$ cat src/rtl/pu_msp430_mpy_arb_pkg.sv
// Shared types and constants for the hardware-multiplier arbiter.
package pu_msp430_mpy_arb_pkg;

  typedef enum logic [1:0] {
    IDLE = 2'd0,
    OWN0 = 2'd1,
    OWN1 = 2'd2
  } arb_state_e;

  // Width of the owner idle counter.
  localparam int CNT_W = 8;

  // Byte offsets of the multiplier registers inside the decoded window.
  localparam logic [3:0] OFS_OP1_MPY  = 4'h0;
  localparam logic [3:0] OFS_OP1_MPYS = 4'h2;
  localparam logic [3:0] OFS_OP1_MAC  = 4'h4;
  localparam logic [3:0] OFS_OP1_MACS = 4'h6;
  localparam logic [3:0] OFS_OP2      = 4'h8;
  localparam logic [3:0] OFS_RESLO    = 4'hA;
  localparam logic [3:0] OFS_RESHI    = 4'hC;
  localparam logic [3:0] OFS_SUMEXT   = 4'hE;

  // A write to any OP1 register starts (or continues) a multiply sequence.
  function automatic logic is_op1(input logic [3:0] ofs);
    return (ofs == OFS_OP1_MPY) || (ofs == OFS_OP1_MPYS) ||
           (ofs == OFS_OP1_MAC) || (ofs == OFS_OP1_MACS);
  endfunction

  // A read of RESHI or SUMEXT is the last access of a sequence.
  function automatic logic is_release(input logic [3:0] ofs);
    return (ofs == OFS_RESHI) || (ofs == OFS_SUMEXT);
  endfunction

endpackage

$ cat src/rtl/pu_msp430_mpy_arb_timer.sv
// Owner idle counter: counts cycles the lock owner leaves the multiplier
// untouched and flags the terminal count LOCK_TO-1.
module pu_msp430_mpy_arb_timer
  import pu_msp430_mpy_arb_pkg::*;
#(
  parameter logic [CNT_W-1:0] LOCK_TO = 8'd32
) (
  input  logic mclk,
  input  logic puc_rst,
  input  logic clear,
  input  logic enable,
  output logic tc
);

  logic [CNT_W-1:0] cnt_q;
  logic [CNT_W-1:0] cnt_d;

  assign tc = (cnt_q == (LOCK_TO - CNT_W'(1)));

  // Next count: clear wins, otherwise count up until terminal count.
  always_comb begin
    // NOTE: default assignment first so every path drives cnt_d and no latch is inferred.
    cnt_d = cnt_q;
    if (clear) begin
      cnt_d = '0;
    end else if (enable && !tc) begin
      cnt_d = cnt_q + CNT_W'(1);
    end
  end

  // Counter register with synchronous reset.
  always_ff @(posedge mclk) begin
    // NOTE: non-blocking assignment keeps all flops updating on the same edge.
    if (puc_rst) begin
      cnt_q <= '0;
    end else begin
      cnt_q <= cnt_d;
    end
  end

endmodule

$ cat src/rtl/pu_msp430_mpy_arbiter.sv
// Two-master arbiter for the hardware multiplier. Grants one requester per
// cycle with zero added latency and locks ownership from an OP1 write until
// the closing RESHI/SUMEXT read or an idle timeout.
module pu_msp430_mpy_arbiter
  import pu_msp430_mpy_arb_pkg::*;
#(
  parameter logic [14:0]      BASE_ADDR = 15'h0130,
  parameter int               DEC_WD    = 4,
  parameter logic [CNT_W-1:0] LOCK_TO   = 8'd32
) (
  input  logic        mclk,
  input  logic        puc_rst,
  input  logic        r0_per_en,
  input  logic [13:0] r0_per_addr,
  input  logic [15:0] r0_per_din,
  input  logic [1:0]  r0_per_we,
  output logic [15:0] r0_per_dout,
  output logic        r0_wait,
  input  logic        r1_per_en,
  input  logic [13:0] r1_per_addr,
  input  logic [15:0] r1_per_din,
  input  logic [1:0]  r1_per_we,
  output logic [15:0] r1_per_dout,
  output logic        r1_wait,
  output logic        mpy_per_en,
  output logic [13:0] mpy_per_addr,
  output logic [15:0] mpy_per_din,
  output logic [1:0]  mpy_per_we,
  input  logic [15:0] mpy_per_dout,
  output logic [1:0]  owner,
  output logic        lock_to_evt
);

  arb_state_e state_q, state_d;
  logic       prio_q, prio_d;
  logic       lock_to_evt_q, lock_to_evt_d;

  logic [1:0] req;
  logic [1:0] grant;
  logic [3:0] ofs0, ofs1, g_ofs;
  logic       g_wr;
  logic       own_req;
  logic       tmr_clear, tmr_en, tmr_tc;

  // Window decode and local byte offset per requester.
  assign req[0] = r0_per_en & (r0_per_addr[13:DEC_WD-1] == BASE_ADDR[14:DEC_WD]);
  assign req[1] = r1_per_en & (r1_per_addr[13:DEC_WD-1] == BASE_ADDR[14:DEC_WD]);
  assign ofs0   = 4'({r0_per_addr[DEC_WD-2:0], 1'b0});
  assign ofs1   = 4'({r1_per_addr[DEC_WD-2:0], 1'b0});

  // Grant: priority bit in IDLE, owner only while locked, nothing in reset.
  always_comb begin
    grant = 2'b00;
    if (!puc_rst) begin
      case (state_q)
        IDLE:    grant = (&req) ? (prio_q ? 2'b10 : 2'b01) : req;
        OWN0:    grant = {1'b0, req[0]};
        OWN1:    grant = {req[1], 1'b0};
        default: grant = 2'b00;
      endcase
    end
  end

  assign g_ofs   = grant[1] ? ofs1 : ofs0;
  assign g_wr    = grant[1] ? (|r1_per_we) : (|r0_per_we);
  assign own_req = ((state_q == OWN0) & req[0]) | ((state_q == OWN1) & req[1]);
  assign r0_wait = req[0] & ~grant[0];
  assign r1_wait = req[1] & ~grant[1];

  // Next state, priority and timeout pulse.
  always_comb begin
    state_d       = state_q;
    prio_d        = prio_q;
    lock_to_evt_d = 1'b0;
    case (state_q)
      IDLE: begin
        // On contention the loser gets priority next time.
        if (&req) prio_d = grant[0];
        if ((|grant) && g_wr && is_op1(g_ofs)) state_d = grant[1] ? OWN1 : OWN0;
      end
      OWN0, OWN1: begin
        if ((|grant) && !g_wr && is_release(g_ofs)) begin
          state_d = IDLE;
        end else if (!own_req && tmr_tc) begin
          state_d       = IDLE;
          lock_to_evt_d = 1'b1;
        end
      end
      default: state_d = IDLE;
    endcase
  end

  // FSM, priority and event registers.
  always_ff @(posedge mclk) begin
    if (puc_rst) begin
      state_q       <= IDLE;
      prio_q        <= 1'b0;
      lock_to_evt_q <= 1'b0;
    end else begin
      state_q       <= state_d;
      prio_q        <= prio_d;
      lock_to_evt_q <= lock_to_evt_d;
    end
  end

  assign owner       = {state_q == OWN1, state_q == OWN0};
  assign lock_to_evt = lock_to_evt_q;

  // Counter stays at zero in IDLE and restarts on every owner access.
  assign tmr_clear = (state_q == IDLE) | (state_d == IDLE) | own_req;
  assign tmr_en    = (state_q != IDLE);

  pu_msp430_mpy_arb_timer #(
    .LOCK_TO (LOCK_TO)
  ) u_timer (
    .mclk    (mclk),
    .puc_rst (puc_rst),
    .clear   (tmr_clear),
    .enable  (tmr_en),
    .tc      (tmr_tc)
  );

  // Route the granted requester to the multiplier, zeros otherwise.
  always_comb begin
    mpy_per_en   = 1'b0;
    mpy_per_addr = '0;
    mpy_per_din  = '0;
    mpy_per_we   = '0;
    if (grant[0]) begin
      mpy_per_en   = 1'b1;
      mpy_per_addr = r0_per_addr;
      mpy_per_din  = r0_per_din;
      mpy_per_we   = r0_per_we;
    end else if (grant[1]) begin
      mpy_per_en   = 1'b1;
      mpy_per_addr = r1_per_addr;
      mpy_per_din  = r1_per_din;
      mpy_per_we   = r1_per_we;
    end
  end

  assign r0_per_dout = grant[0] ? mpy_per_dout : 16'h0000;
  assign r1_per_dout = grant[1] ? mpy_per_dout : 16'h0000;

endmodule

$ cat config.mk
export PLATFORM = sky130hd
export DESIGN_NAME = pu_msp430_mpy_arbiter
export DESIGN_NICKNAME = d
export VERILOG_FILES = /design/src/rtl/pu_msp430_mpy_arb_pkg.sv /design/src/rtl/pu_msp430_mpy_arb_timer.sv /design/src/rtl/pu_msp430_mpy_arbiter.sv
export SDC_FILE = /design/constraint.sdc
export NUM_CORES = 1
export LEC_CHECK = 0
export CAP_MARGIN = 20
export CORE_MARGIN = 8
export CORE_UTILIZATION = 30
export DETAILED_ROUTE_END_ITERATION = 10
export GPL_TIMING_DRIVEN = 0
export PLACE_DENSITY = 0.91
export SLEW_MARGIN = 20
export SYNTH_ARGS = -nofsm -noshare
export SYNTH_HDL_FRONTEND = slang
export SYNTH_SLANG_ARGS = --single-unit
$ cat constraint.sdc
create_clock -name mclk -period 7.81 [get_ports mclk]
set_clock_uncertainty 0.15 [all_clocks]
set_input_delay 2.343 -clock mclk [delete_from_list [all_inputs] [get_ports mclk]]
set_output_delay 2.343 -clock mclk [all_outputs]
set_load 0.02 [all_outputs]
==> summary.txt, run 1 <==
Critical path
  • Setup crit start kind: input pin
  • Worst setup path startpoint: r1_per_addr[8]
  • Critical path class: input pin to output pin
  • Critical path peak fanout: 10
  • Nature of the critical path endpoint: output pin
  • Critical path arrival: 5.20 ns
  • FF-to-FF Start: state_q[0]$_SDFF_PP0_
  • WP data required: 5.32 ns

Place
  • HPWL after detailed placement: 5750 um
  • GP Congestion: 0.810
  • IO buf count: 145
  • Cell Count Post-Placement: 416

Synth
  • Mux cell area share after synthesis: 2.51%
  • XOR/XNOR Fraction of Synth Area: 3.14%
  • Synth Area in Adders: 4.49%
  • #FFs+latches synth: 12
  • Synth Area in Compound Gates: 20.8%
  • EDFF count, synth: 0
  • Yosys cell types: 41
  • Post-synth top area share: 17.2%
  • Count leader, synth: nand2_1
  • Post-Syn Area: 1390 um^2
  • Post-synth top cells: nand2_1, and2_1, o21ai_0
  • Top cells by area, synth: dfxtp_1, and2_1, nand2_1, o21ai_0, ha_1
  • Main combinational cell family by area after synthesis: simple AND/OR/NAND/NOR gates
  • Avg Inst Size Synth: 6.64 um^2
  • Async S/R FF share, synth: 0%
  • Cell taking the most area after synthesis: dfxtp_1
  • Top FF cell, synth: dfxtp_1
  • Cells after Synth: 210
  • Post-synthesis simple-gate area fraction: 42.8%
  • Sequential area share after synthesis: 17.2%
  • Ys Warns: 0

Die
  • Row count: 25
  • Full die area: 7080 um^2
  • I/O Pins: 154
  • CORE AREA: 4600 um^2
  • Die Height: 84.2 um
  • Die X: 84.2 um
  • Starting density of the core: 30.3%

Layout
  • Filler cell count: 400
  • Layout cells sized above 1: 5.49%
  • Final Non-Filler Cells: 418
  • Multi-input gate area: 1060 um^2
  • Diode count: 0
  • Area Overhead vs Synth: 115%
  • Sequential standard cell area: 240 um^2
  • Nets@finish: 455

Global route
  • Pin count of the biggest net entering global routing: 11
  • Vias in the first global route: 2196
  • First-pass GRT wire length: 10500 um
  • Initial antenna violation count: 0
  • GRT Max-Usage Layer: met2
  • Met2 usage: 30.8%
  • GRT overflow: 0
  • GRT Total Usage: 17.7%
  • Global routing usage on met3: 8.91%
  • Grt met1 use: 17.7%

CTS
  • Hold buffer count at cts: 0
  • Clk_lat worst skew: 0.24 ns
  • Clock-pin slew on the worst setup and hold paths: 0.05 ns
  • Clock root buffer: clkbuf_8
  • CTS tree: yes
  • Clk buf depth: 2
  • Sink Count: 12
  • Num CTS Buffers: 3
  • H-tree Lvls: 1

Run status
  • Status: finished, final reports clean

Pwr
  • Max VDD drop: 0.0479 mV
  • Cell Pwr Density: 57.6 nW/um^2
  • Lkg Pwr: 0.00117 uW

Timing
  • RSZ-0062 raised after global routing: false
  • Tmin final: 7.70 ns
  • Setup TNS: 0 ns
  • Crit share post-route: 98.5%
  • Fin. max-slew vios: 0
  • Final setup viols: 0
  • Final Hold Fails: 0
  • Max Clock Freq: 130 MHz
  • Tightest Pin Transition: 0.570 ns
  • Slew Limit Headroom: 61.8%

Detailed routing
  • 1st-iter DRT viols: 137
  • Router iterations before antenna repair: 4
  • Post-route antenna net violation count: 0
  • Vias/cell: 4.96
  • # DRC: 0
  • Via count: 2074
  • WL final: 6680 um
  • WL per Instance: 16.0 um

Min path
  • Worst hold path class: flip-flop to flip-flop
  • Min-delay src: u_timer.cnt_q[7]$_SDFFE_PP0P_

Run
  • Number of max-cap violations: 0
==> layout by cell type (no fill, tap or decap), types with 2 or more instances in the layout <==
cell type,synthesis,routed
o21a_1,2,2
clkbuf_8,0,3
conb_1,1,8
nand2_1,42,42
buf_4,8,8
clkbuf_2,0,4
ha_1,5,5
xor2_1,4,4
inv_1,6,6
o211a_1,3,3
clkbuf_1,9,4
nand4_1,3,3
nor3_1,2,2
mux2i_1,2,2
a31oi_1,2,2
nand4b_1,2,2
nor2b_1,2,2
nor2_1,15,15
nand3_1,6,6
dfxtp_1,12,12
clkdlybuf4s50_1,0,144
o21ai_0,26,26
and3_1,3,3
o31ai_1,2,2
and2_1,33,33
or4_1,2,2
==> worst max-delay path, cell delays in order <==
cell	delay (ns)
clkdlybuf4s50_1	0.41
or4b_1	0.56
nor3_4	0.32
a21boi_0	0.16
o211a_1	0.29
clkbuf_1	0.23
o21ai_0	0.21
clkdlybuf4s50_1	0.67
==> power breakdown <==
group / switching [uW] / internal [uW] / total (uW)
Combinational: 13.5 / 40.8 / 54.4
Clock: 22.7 / 34.0 / 56.7
Sequential: 0.00107 / 61.3 / 61.3
==> stage by stage <==
| stage | setup slack [ns] | instance area [um^2] | utilization, % | power [uW] | hold WS (ns) |
|---|---|---|---|---|---|
| 2_1_floorplan | 1.06 | 1420 | - | 73.0 | 0.330 |
| 3_3_place_gp | -0.0301 | 2940 | 63.9 | 115 | 0.347 |
| 3_5_place_dp | -0.0432 | 2940 | 63.9 | 117 | 0.373 |
| 4_1_cts | 0.00890 | 2990 | 65.0 | 172 | 0.387 |
| 5_1_grt | 0.00575 | 2990 | 65.0 | 178 | 0.418 |
| 6_report | 0.114 | 2990 | 65.0 | 172 | 0.382 |
==> cell type report <==
cell class	instances	share of cell area [%]
repair buffers	145	48.6
plain buffers	17	3.35
well taps	54	2.26
flip-flops and latches	12	8.03
inverters	6	0.753
multi-input cells	181	35.6
clock buffers	3	1.38
==> path summary, 6_finish.rpt <==
path / to / slack, ns / cells past startpoint
max: mpy_per_addr[0] / 0.11 / 8
min: u_timer.cnt_q[7]$_SDFFE_PP0P_ / 0.38 / 2
max reg2reg: u_timer.cnt_q[2]$_SDFFE_PP0P_ / 5.58 / 7
min reg2reg: u_timer.cnt_q[7]$_SDFFE_PP0P_ / 0.38 / 2
==> state kept, by name (all words and copies together), names as in the netlist <==
name / flops
prio_q: 1
lock_to_evt: 1
state_q: 2
u_timer.cnt_q: 8
==> logic make-up (layout without fill, tap and decap cells) <==
group / after synthesis / after routing
simple gates: 116 / 116
compound gates: 44 / 44
buf+inv: 24 / 171
flops: 12 / 12
fa+ha+maj: 5 / 5
xor+xnor: 5 / 5
mux: 3 / 3
other cells: 1 / 8
==> routing by layer <==
layer	share of wire (%)	vias up	wire (um)
li1	-	1018	-
met1	36	920	2430
met2	48	123	3210
met3	13	13	877
met4	2.5	0	170
met5	0	-	0
==> repair_timing <==
item / CTS / global route
gates resized for setup: 1 / 9
setup buffers: 0 / 0
endpoints found under the setup margin: 10 / 24
(Power assumes the default switching activity.)
==> run 2, diff against run 1 <==
--- a/config.mk
+++ b/config.mk
@@ -11,6 +11,7 @@
 export DETAILED_ROUTE_END_ITERATION = 10
 export GPL_TIMING_DRIVEN = 0
 export PLACE_DENSITY = 0.91
+export SETUP_SLACK_MARGIN = 0.1
 export SLEW_MARGIN = 20
 export SYNTH_ARGS = -nofsm -noshare
 export SYNTH_HDL_FRONTEND = slang
==> summary.txt, run 2 (synthesis results as in run 1) <==
Run status
  • Status: finished, final reports clean

Detailed routing
  • 1st-iter DRT viols: 125
  • Vias/cell: 4.97
  • WL final: 6680 um
  • Post-route antenna net violation count: 0
  • Via count: 2093
  • WL per Instance: 15.9 um
  • # DRC: 0
  • Router iterations before antenna repair: 5

Critical path
  • Critical path arrival: 5.09 ns
  • Critical-path cell list: clkdlybuf4s50_1 -> or4_1 -> nor3_4 -> o211a_1 -> buf_2 -> clkbuf_2 -> and2_1 -> clkdlybuf4s50_1
  • CP max-delay cell: clkdlybuf4s50_1
  • Setup crit start kind: input pin
  • Critical path class: input pin to output pin
  • WP data required: 5.32 ns
  • Nature of the critical path endpoint: output pin
  • Most used cell, CP: clkdlybuf4s50_1
  • Buf+Inv Stages, Crit Path: 4
  • Crit-path max cell delay: 0.63 ns
  • Crit path max-delay family: buffers and inverters
  • Critical path peak fanout: 10
  • Worst reg2reg setup slack: 5.58 ns

CTS
  • Sink Count: 12
  • Num CTS Buffers: 3
  • H-tree Lvls: 1
  • Hold buffer count at cts: 0
  • CTS tree: yes
  • Clock-pin slew on the worst setup and hold paths: 0.05 ns
  • Clk buf depth: 2
  • Clock root buffer: clkbuf_8
  • Clk_lat worst skew: 0.24 ns

Layout
  • Largest regs: u_timer.cnt_q: 8 flops, state_q: 2 flops
  • Filler cell count: 392
  • Most frequent cells in the layout: clkdlybuf4s50_1, nand2_1, and2_1
  • Max reg flops: 8
  • Area Overhead vs Synth: 118%
  • Most common cell after layout, fill and taps aside: clkdlybuf4s50_1
  • Layout cells sized above 1: 6.81%
  • Diode count: 0
  • Nets@finish: 458
  • Core Util, Final: 66.0%
  • Reg with most FFs: u_timer.cnt_q

Global route
  • Pin count of the biggest net entering global routing: 11
  • GRT Total Usage: 17.7%
  • Initial antenna violation count: 0
  • GRT overflow: 0
  • First-pass GRT wire length: 10500 um
  • Vias in the first global route: 2196

Place
  • Place WS: -0.0432 ns
  • GP Congestion: 0.810
  • HPWL after detailed placement: 5750 um
  • IO buf count: 145

Pwr
  • Cell Pwr Density: 56.8 nW/um^2
  • Clock share of power: 32.8%
  • Sequential power share: 35.6%
  • Lkg Pwr: 0.00139 uW
  • Sw frac: 21.0%
  • Comb pwr share: 31.6%
  • Switching Power: 36.2 uW
  • Internal power component: 136 uW
  • Max VDD drop: 0.0480 mV

Run
  • Number of max-cap violations: 0

Timing
  • Final Hold Fails: 0
  • Final setup viols: 0
  • Tmin final: 7.58 ns
  • Max Clock Freq: 132 MHz
  • Setup ws final: 0.226 ns
  • Fin. max-slew vios: 0
  • Crit share post-route: 97.1%
  • RSZ-0062 raised after global routing: true
  • Tightest Pin Transition: 0.569 ns
  • Slew Limit Headroom: 61.8%

Die
  • Die Height: 84.2 um
  • Row count: 25
  • Full die area: 7080 um^2
  • CORE AREA: 4600 um^2
  • Die X: 84.2 um
  • I/O Pins: 154
  • Starting density of the core: 30.3%

Min path
  • Worst hold path class: flip-flop to flip-flop
## run 2: cell count changes in the layout (fill, tap and decap cells not counted)
cell,change
buf_4,+2
clkdlybuf4s50_1,-13
dlygate4sd2_1,+3
clkbuf_2,+3
clkbuf_1,-2
dlymetal6s2s_1,+10
## run 2: worst paths after layout
path                                 startpoint                            end  depth (start not counted)
hold reg to reg   u_timer.cnt_q[7]$_SDFFE_PP0P_  u_timer.cnt_q[7]$_SDFFE_PP0P_                          2
setup / recovery                r1_per_addr[10]                 r1_per_dout[7]                          8
hold / removal    u_timer.cnt_q[7]$_SDFFE_PP0P_  u_timer.cnt_q[7]$_SDFFE_PP0P_                          2
setup reg to reg          state_q[0]$_SDFF_PP0_  u_timer.cnt_q[2]$_SDFFE_PP0P_                          7
## run 2: timing repair
action	4_1_cts	5_1_grt
resized for setup	6	21
endpoints found under the setup margin	29	43
pin swaps	0	1
endpoints found under the hold margin	0	0
setup buffers	0	2
## run 2: worst register-to-register path, cell delays in order, from the launching register on
cell       delay [ns]
dfxtp_1          0.39
inv_1            0.11
ha_1             0.31
o41a_1           0.15
o211a_1          0.26
mux2_4           0.34
o2111ai_4        0.30
nor2_1           0.10
## run 2: power groups by stage
stage	Combinational (uW)	Clock, uW	Sequential, uW
after floorplan	10.4	0	62.6
after global placement	52.9	0	62.6
after detailed placement	54.0	0	62.6
after CTS	54.4	56.5	61.3
after global routing	58.0	58.9	61.2
final	54.4	56.6	61.3
## run 2: layer usage
layer | track usage (%) | share of wire (%)
met1 | 17.7 | 37
met2 | 30.8 | 48
met3 | 8.91 | 13
met4 | 5.97 | 2.3
met5 | 0 | 0
## run 2: cell type report
class	instances	area, um^2	share of cell area [%]
Buffer	18	108	3.55
Inverter	6	22.5	0.742
Timing Repair Buffer	147	1490	49.1
Multi-Input combinational cell	181	1060	35.1
Clock buffer	3	41.3	1.36
Sequential cell	12	240	7.92
Tap cell	54	67.6	2.23
## run 2: metrics by stage
stage | std cells | hold slack (ns) | total power [uW] | TNS [ns] | cell area [um^2]
4_1_cts | 419 | 0.387 | 172 | 0 | 2990
3_5_place_dp | 416 | 0.373 | 117 | -0.0981 | 2940
2_1_floorplan | 217 | 0.330 | 73.0 | 0 | 1420
6_report | 421 | 0.383 | 172 | 0 | 3030
5_1_grt | 421 | 0.418 | 178 | 0 | 3030
3_3_place_gp | 416 | 0.347 | 115 | -0.0643 | 2940
==> run 3, diff against run 2 <==
--- a/config.mk
+++ b/config.mk
@@ -10,7 +10,7 @@
 export CORE_UTILIZATION = 30
 export DETAILED_ROUTE_END_ITERATION = 10
 export GPL_TIMING_DRIVEN = 0
-export PLACE_DENSITY = 0.91
+export PLACE_DENSITY = 0.89
 export SETUP_SLACK_MARGIN = 0.1
 export SLEW_MARGIN = 20
 export SYNTH_ARGS = -nofsm -noshare
==> summary.txt, run 3 (synthesis results as in run 1) <==
Run status
  • Status: finished, final reports clean

Die
  • Row count: 25
  • CORE AREA: 4600 um^2
  • Full die area: 7080 um^2
  • Starting density of the core: 30.3%
  • Die Height: 84.2 um
  • I/O Pins: 154
  • Die X: 84.2 um

Global route
  • Initial antenna violation count: 0
  • First-pass GRT wire length: 10700 um
  • Vias in the first global route: 2168
  • GRT Total Usage: 18.3%
  • Pin count of the biggest net entering global routing: 11
  • GRT overflow: 0

Critical path
  • Crit path max-delay family: buffers and inverters
  • Critical path arrival: 5.10 ns
  • Critical-path cell list: clkdlybuf4s50_1 -> or4b_4 -> o41a_1 -> o211a_1 -> clkbuf_4 -> clkbuf_2 -> and2_1 -> clkdlybuf4s50_1
  • WP data required: 5.32 ns
  • Stages on the worst setup path: 8
  • CP max-delay cell: or4b_4
  • Nature of the critical path endpoint: output pin
  • Crit-path max cell delay: 0.56 ns
  • Reg2Reg Depth: 8
  • Setup crit start kind: input pin
  • Critical path peak fanout: 10
  • Most used cell, CP: clkdlybuf4s50_1
  • Buf+Inv Stages, Crit Path: 4
  • Critical path class: input pin to output pin

Place
  • HPWL after detailed placement: 5790 um
  • IO buf count: 145
  • GP Congestion: 0.831
  • Place WS: -0.0392 ns

Detailed routing
  • Post-route antenna net violation count: 0
  • 1st-iter DRT viols: 154
  • Post-Route M1 WL: 2470 um
  • WL final: 6790 um
  • # DRC: 0
  • WL per Instance: 16.1 um
  • Vias/cell: 4.91
  • Via count: 2074
  • Metal3 WL: 969 um
  • WL met2: 3140 um
  • Highest Signal Layer: met4
  • Router iterations before antenna repair: 4

Timing
  • Setup ws final: 0.218 ns
  • Tightest Pin Transition: 0.568 ns
  • Final setup viols: 0
  • Worst hold margin: 0.378 ns
  • Slew Limit Headroom: 61.9%
  • Tmin final: 7.59 ns
  • Max Clock Freq: 132 MHz
  • RSZ-0062 raised after global routing: true
  • Final Hold Fails: 0
  • Fin. max-slew vios: 0
  • Crit share post-route: 97.2%

Layout
  • Area Overhead vs Synth: 120%
  • Filler cell count: 407
  • Reg with most FFs: u_timer.cnt_q
  • Diode count: 0
  • Sequential standard cell area: 240 um^2
  • Most common cell after layout, fill and taps aside: clkdlybuf4s50_1
  • Core Util, Final: 66.7%
  • Most frequent cells in the layout: clkdlybuf4s50_1, nand2_1, and2_1
  • Layout cells sized above 1: 6.52%
  • Max reg flops: 8
  • Multi-input gate area: 1070 um^2
  • Largest regs: u_timer.cnt_q: 8 flops, state_q: 2 flops
  • Nets@finish: 458

Pwr
  • Max VDD drop: 0.0403 mV
  • Cell Pwr Density: 60.6 nW/um^2
  • Lkg Pwr: 0.00150 uW

CTS
  • Hold buffer count at cts: 0
  • Num CTS Buffers: 3
  • Sink Count: 12
  • Clk_lat worst skew: 0.25 ns
  • Clock root buffer: clkbuf_8
  • CTS tree: yes
  • Clock-pin slew on the worst setup and hold paths: 0.05 ns
  • Clk buf depth: 2
  • H-tree Lvls: 1

Min path
  • Worst hold path class: flip-flop to flip-flop
  • Hold path cells: 2

Run
  • Number of max-cap violations: 0
run 3: changes by cell type in the layout (fill, tap and decap cells not counted), sizes merged:
cell           change
clkdlybuf4s50      -5
dlygate4sd2        -1
dlymetal6s2s       +6
clkbuf             +1
run 3: per-stage QoR:
step / total power [uW] / cells / instance area, um^2 / setup TNS (ns)
final: 186 / 422 / 3070 / 0
after global placement: 115 / 416 / 2940 / -0.000418
after global routing: 192 / 422 / 3070 / 0
after CTS: 186 / 420 / 3000 / 0
after floorplan: 73.0 / 217 / 1420 / 0
after detailed placement: 116 / 416 / 2940 / -0.249
run 3: layer usage:
metal | track usage, % | vias up
li1 | - | 1023
met1 | 17.9 | 914
met2 | 30.4 | 122
met3 | 10.7 | 15
met4 | 7.85 | 0
met5 | 0 | -
run 3: worst min-delay path: cells and delay by family, from the launching register on:
kind / cells / cell delay, ns
XOR/XNOR: 1 / 0.08
flip-flops: 1 / 0.35
AND/OR/NAND/NOR: 1 / 0.07
run 3: cell type report:
type	count	share of cell area (%)
Timing Repair Buffer	147	49.1
Inverter	6	0.734
Tap cell	54	2.20
Clock buffer	4	1.79
Sequential cell	12	7.83
Multi-Input combinational cell	181	34.9
Buffer	18	3.47
run 3: repair_timing:
| item | CTS | global route |
|---|---|---|
| endpoints found under the hold margin | 0 | 0 |
| buffers inserted | 0 | 2 |
| endpoints found under the setup margin | 24 | 46 |
| resized for setup | 7 | 20 |
| pin swaps | 0 | 1 |
| gates cloned | 0 | 0 |
run 3: final timing paths:
path | from | to | slack [ns]
worst max-delay path | r0_per_addr[6] | r1_per_dout[9] | 0.22
worst min-delay path | u_timer.cnt_q[7]$_SDFFE_PP0P_ | u_timer.cnt_q[7]$_SDFFE_PP0P_ | 0.38
worst max register to register | state_q[1]$_SDFF_PP0_ | u_timer.cnt_q[1]$_SDFFE_PP0P_ | 5.45
worst min register to register | u_timer.cnt_q[7]$_SDFFE_PP0P_ | u_timer.cnt_q[7]$_SDFFE_PP0P_ | 0.38
run 3: report_power, final:
group	switching (uW)	internal, uW	leakage, uW
Sequential	0.00119	61.2	0.0000966
Combinational	13.6	40.8	0.00137
Clock	25.5	44.7	0.0000288
